`src/rtl/button_event_decoder.sv`:
```
// button_event_decoder: turns a debounced button level into press/release/click/long/repeat pulses,
// plus a held flag and a wrapping press counter.
module button_event_decoder #(
  parameter int LONG_COUNT   = 6000000,
  parameter int REPEAT_COUNT = 1200000,
  parameter int CNT_W        = 23
) (
  input  logic       clk,
  input  logic       reset,
  input  logic       btn_level,
  input  logic       repeat_en,
  output logic       press_pulse,
  output logic       release_pulse,
  output logic       click_pulse,
  output logic       long_pulse,
  output logic       repeat_pulse,
  output logic       held,
  output logic [7:0] press_count
);
  typedef enum logic [1:0] {IDLE, PRESSED, LONG_HELD} state_t;
  localparam logic [CNT_W-1:0] LONG_LAST = CNT_W'(LONG_COUNT - 1);
  localparam logic [CNT_W-1:0] REP_LAST  = CNT_W'(REPEAT_COUNT - 1);
  state_t state_q, state_d;
  logic [CNT_W-1:0] cnt_q, cnt_d;
  logic [7:0] count_q, count_d;
  logic level_q, armed_q, rise, fall;
  logic press_q, press_d, release_q, release_d, click_q, click_d;
  logic long_q, long_d, repeat_q, repeat_d;
  always_comb begin
    rise      = armed_q & btn_level & ~level_q;
    fall      = armed_q & ~btn_level & level_q;
    state_d   = state_q;
    cnt_d     = cnt_q;
    count_d   = count_q;
    press_d   = 1'b0;
    release_d = 1'b0;
    click_d   = 1'b0;
    long_d    = 1'b0;
    repeat_d  = 1'b0;
    case (state_q)
      IDLE: if (rise) begin
        press_d = 1'b1;
        count_d = count_q + 8'd1;
        cnt_d   = '0;
        state_d = PRESSED;
      end
      PRESSED: if (fall) begin
        release_d = 1'b1;
        click_d   = 1'b1;
        state_d   = IDLE;
      end else if (cnt_q == LONG_LAST) begin
        long_d  = 1'b1;
        cnt_d   = '0;
        state_d = LONG_HELD;
      end else cnt_d = cnt_q + CNT_W'(1);
      LONG_HELD: if (fall) begin
        release_d = 1'b1;
        cnt_d     = '0;
        state_d   = IDLE;
      end else if (!repeat_en) cnt_d = '0;
      else if (cnt_q == REP_LAST) begin
        repeat_d = 1'b1;
        cnt_d    = '0;
      end else cnt_d = cnt_q + CNT_W'(1);
      default: state_d = IDLE;
    endcase
  end
  // Until armed, level_q only captures the current level so a button held through reset never counts as a press.
  always_ff @(posedge clk or negedge reset) begin
    if (!reset) begin
      state_q   <= IDLE;
      cnt_q     <= '0;
      count_q   <= '0;
      level_q   <= 1'b0;
      armed_q   <= 1'b0;
      press_q   <= 1'b0;
      release_q <= 1'b0;
      click_q   <= 1'b0;
      long_q    <= 1'b0;
      repeat_q  <= 1'b0;
    end else begin
      state_q   <= state_d;
      cnt_q     <= cnt_d;
      count_q   <= count_d;
      level_q   <= btn_level;
      armed_q   <= 1'b1;
      press_q   <= press_d;
      release_q <= release_d;
      click_q   <= click_d;
      long_q    <= long_d;
      repeat_q  <= repeat_d;
    end
  end
  assign press_pulse   = press_q;
  assign release_pulse = release_q;
  assign click_pulse   = click_q;
  assign long_pulse    = long_q;
  assign repeat_pulse  = repeat_q;
  assign held          = state_q != IDLE;
  assign press_count   = count_q;
endmodule

```
`config.mk`:
```
export PLATFORM = sky130hd
export DESIGN_NAME = button_event_decoder
export DESIGN_NICKNAME = d
export VERILOG_FILES = /design/src/rtl/button_event_decoder.sv
export SDC_FILE = /design/constraint.sdc
export NUM_CORES = 1
export LEC_CHECK = 0
export BUFFER_PORTS_ARGS = -buffer_cell sky130_fd_sc_hd__buf_2
export CAP_MARGIN = 10
export CORE_UTILIZATION = 65
export CTS_BUF_LIST = sky130_fd_sc_hd__clkbuf_4
export DETAILED_ROUTE_END_ITERATION = 8
export PLACE_DENSITY = 0.88
export SLEW_MARGIN = 40
export SYNTH_ARGS = -nofsm -noshare
export SYNTH_HDL_FRONTEND = slang
export SYNTH_SLANG_ARGS = --single-unit
```
`constraint.sdc`:
```
create_clock -name clk -period 3.5 [get_ports clk]
set_clock_uncertainty 0.1 [all_clocks]
set_input_delay 0.7 -clock clk [delete_from_list [all_inputs] [get_ports clk]]
set_output_delay 0.7 -clock clk [all_outputs]
set_load 0.01 [all_outputs]
```
-- Word level (Yosys, flattened, before mapping)
Cells that the tools add are included.
- register bits: 40
- input bits: 4
- word-level logic and storage cells: 57
- add/sub/neg operators: 2
- equal/unequal tests: 8
- multiplexer cells: 24
- bitwise logic cells: 6
- reduce and logical (&&, ||, !) cells: 7
- operators by type and width (kind ; count):
    $mux W23 ; 6
    $pmux W23 S3 ; 1
    $add A23 B1 Y23 const B ; 1
    $eq A23 B21 Y1 const B ; 1
    $eq A23 B23 Y1 const B ; 1
    $mux W1 ; 12
    $add A8 B1 Y8 const B ; 1
    $mux W2 ; 4
    $ne A2 B2 Y1 const B ; 3
    $pmux W2 S3 ; 1
    $reduce_and A3 Y1 ; 2
    $and A1 B1 Y1 ; 4
    $ne A3 B3 Y1 const B ; 1
    $reduce_bool A3 Y1 ; 1
    $eq A2 B1 Y1 const B ; 1
    $eq A2 B2 Y1 const B ; 1
    $logic_not A2 Y1 ; 1
    $not A1 Y1 ; 2
    $reduce_and A2 Y1 ; 1
    $reduce_bool A2 Y1 ; 1
    $reduce_or A2 Y1 ; 1

-- Logic depth before layout (Yosys ltp)
- word-level depth: 5
- gate-level depth with buffers: 9

-- Least setup slack after synthesis
Ideal clock, no wire load.
- path type: reg-to-reg
- start point: reg state_q[1]
- end point: reg cnt_q[22]
- library setup time: 0.128 ns
- data arrival time: 1.932 ns
- required time: 3.272 ns
- path slack: 1.340 ns
- stages on the path, launching flop included: 10
- clock period less this slack: 2.160 ns
- cell sequence: dfrtp_1 -> inv_1 -> ha_1 -> a31oi_2 -> o221a_1 -> buf_6 -> and4_4 -> or3b_1 -> xor2_1 -> nor2_2
- cells in the longest elaborated chain, start to end: 3
- elaborated cells between the ends (all ways): 8
- classes of those cells: eq/ne (4); mux (1); reduce/logical (3)
- RTL lines (item ; line ; RTL):
    start: declaration ; 23 ; state_t state_q, state_d;
    start signal: assignment ; 82 ; state_q <= state_d;
    $eq A2 B1 Y1 (tied with other cells) ; 40 ; case (state_q)
    $ne A2 B2 Y1 (no line) / $reduce_bool A3 Y1 (equally long branches) ; n/a ;
    $reduce_and A3 Y1 (no line) ; n/a ;
    end signal: assignment ; 83 ; cnt_q <= cnt_d;
    end: declaration ; 24 ; logic [CNT_W-1:0] cnt_q, cnt_d;
Several ways; a longest one is shown, not always the timed one.
A chain may end at the register's enable or synchronous reset.

-- Worst setup path after layout
Ends and elaborated chain as after synthesis.

==> results.yml <==
status:
  status: "finished clean"
synth:
  ys_ff_latch: 40
  ys.warnings.count: 0
  ys_top_cells_by_area: "dfrtp_1, nand2_1, ha_1"
  synth_seq_area_share: 0.475
  syn_inst: 213
  synth_ff_type: "dfrtp_1"
  syn_area_per_cell_um2: 9.89
  syn-cell-area_um2: 2110
  synth_nets: 223
  synth_edf_count: 0
  ys_types: 52
  yosys.area.top_type: "dfrtp_1"
  synth-async-reset-ratio: 1.00
  synth_top_area_frac: 0.475
route:
  drc: 0
  avgRoutedWirePerCell_um: 15.4
  drtIter0Drc: 125
  wl_um: 4220
  dr.pass1.iters: 4
  num_vias: 1682
  antenna_left: 0
  viasPerCell: 6.12
placed_design:
  io_buffers: 17
  post-place-ws_ns: 0.994
  placed_cells: 268
  place_congestion: 0.902
  dp_hpwl_um: 2950
  placed_cell_area_um2: 2220
clock_tree:
  cts.htree.levels: 2
  cts.repair.resized: 0
  path_clk_slew_ns: 0.12
  cts-root-buf: "clkbuf_4"
  clock_sinks: 40
  holdBufCountCts: 0
  cts_tree: "done"
  ctsLongestPathBuffers: 2
  cts_setup_buffers: 0
  clkLatencyLatePin_ns: 0.35
  cts_buffers: 5
finish:
  fin_cells: 275
  layout_commonest_cell: "dfrtp_1"
  antenna_cells: 0
  fin_area_um2: 2320
  nets: 241
  multi_input_area_um2: 1040
  ff_latch_area_um2: 1000
  n_fill_cell: 221
  drive_gt1_frac: 0.165
  area_delta_synth_final_pct: 10.1
  final_cell_mix: "dfrtp_1, nand2_1, nor2_1"
setup_path:
  crit_fanout: 10
  reg2reg_setup_slack_ns: 0.96
  cp.arrival_ns: 2.68
  critPathKind: "reg -> reg"
  crit_required_ns: 3.64
  crit_path_start_kind: "flop"
  crit_path_end_kind: "flop"
timing:
  tns_ns: 0
  period_minus_slack_ns: 2.54
  worst_pin_slew_ns: 0.749
  finalMaxSlewViolations: 0
  slew_headroom: 0.500
  fmax_mhz: 394
  finalHoldViolations: 0
  rsz0062_at_grt: "false"
  fin_ws_ns: 0.960
  setup_viol: 0
  finalCritPeriodShare: 0.726
power_and_ir_drop:
  max-vdd-ir-drop_uv: 398
  power_density_nw_per_um2: 539
  leakagePower_nw: 1.02
  total_power_mw: 1.25
global_routing:
  antenna_found_initial: 0
  gr-total-overflow: 0
  grt_pass1_vias: 1655
  met2_usage: 0.481
  grt_start_max_net_pins: 41
  use_met1: 0.364
  top_usage_layer: "met2"
  grt_use_met3: 0.0681
  grt_use_total: 0.287
  grt_pass1_wl_um: 7270
floorplanning:
  start_util: 0.690
  rows: 20
  dieArea_um2: 3470
  die_width_um: 58.9
  coreArea_um2: 3050
  ioPinCount: 18
  die_h_um: 58.9
worst_hold_path:
  holdCritPathClass: "in -> async"
run:
  maxCapViolations: 0
==> report_power, final <==
part / total [mW] / leakage, nW / switching (mW) / internal [mW]
Clock: 0.362 / 0.0513 / 0.143 / 0.219
Combinational: 0.344 / 0.426 / 0.224 / 0.119
Sequential: 0.545 / 0.545 / 0.0436 / 0.502
==> path summary, 6_finish.rpt <==
| kind | from | end | cells after the start |
|---|---|---|---|
| setup / recovery | state_q[1] | cnt_q[22] | 8 |
| hold / removal | reset | press_count[3] | 1 |
| setup reg to reg | state_q[1] | cnt_q[22] | 8 |
| hold reg to reg | press_count[7] | press_count[7] | 1 |
| max in group asynchronous | reset | armed_q | 1 |
| min in group clk | press_count[7] | press_count[7] | 1 |
==> sequential cells by signal, indices dropped and copies added, names as in the netlist <==
name and cells:
press_pulse 1, state_q 2, click_pulse 1, release_pulse 1, level_q 1, press_count 8, repeat_pulse 1, long_pulse 1
armed_q 1, cnt_q 23
==> critical path, stage by stage (launching register included) <==
cell,delay [ns]
dfrtp_1,0.40
inv_1,0.08
ha_1,0.24
a31oi_2,0.26
o221a_1,0.48
and4_4,0.31
or3b_1,0.36
xor2_1,0.17
nor2_2,0.04
==> metrics by stage <==
step / utilization / hold WS (ns)
floorplan: - / 0.304
global placement: 0.725 / 0.355
detailed placement: 0.727 / 0.384
CTS: 0.759 / 0.220
global route: 0.759 / 0.225
finish: 0.759 / 0.196
==> cell type report <==
class	count	area share
well taps	44	0.0237
flip-flops and latches	40	0.432
repair buffers	18	0.0410
multi-input cells	158	0.448
inverters	8	0.0130
clock buffers	5	0.0162
clock inverters	2	0.0259
==> synth_stat cells (2+ instances only) <==
cell	n
nor2_2	3
and3_1	7
and4_1	3
clkbuf_1	2
a31oi_1	2
inv_1	7
o31ai_1	3
nor4bb_1	2
nand4_1	11
buf_2	3
nor2_1	18
nor2b_1	2
ha_1	6
nor3b_1	3
mux2i_1	2
xnor2_1	8
nand2_1	24
nand3_1	10
and2_1	2
xor2_1	7
a21oi_1	8
o21ai_1	2
dfrtp_1	40
a2bb2oi_1	2
o21ai_0	8
a22o_1	2
==> metal layers <==
metal | routed length [um] | part of all wire | vias up
met3 | 258 | 0.061 | 5
met5 | 0 | 0 | -
met4 | 51 | 0.012 | 0
met1 | 1800 | 0.43 | 807
met2 | 2110 | 0.50 | 60
li1 | - | - | 810
==> cell families (layout without fill, tap and decap cells) <==
family | after synthesis | after routing | synth area share
other cells | 1 | 1 | 0.00178
fa+ha+maj | 6 | 6 | 0.0356
buf+inv | 15 | 33 | 0.0339
mux | 3 | 3 | 0.0149
compound gates | 36 | 36 | 0.116
simple gates | 97 | 97 | 0.260
xor+xnor | 15 | 15 | 0.0624
flops | 40 | 40 | 0.475
No activity file was read; power rests on OpenSTA's default activity.
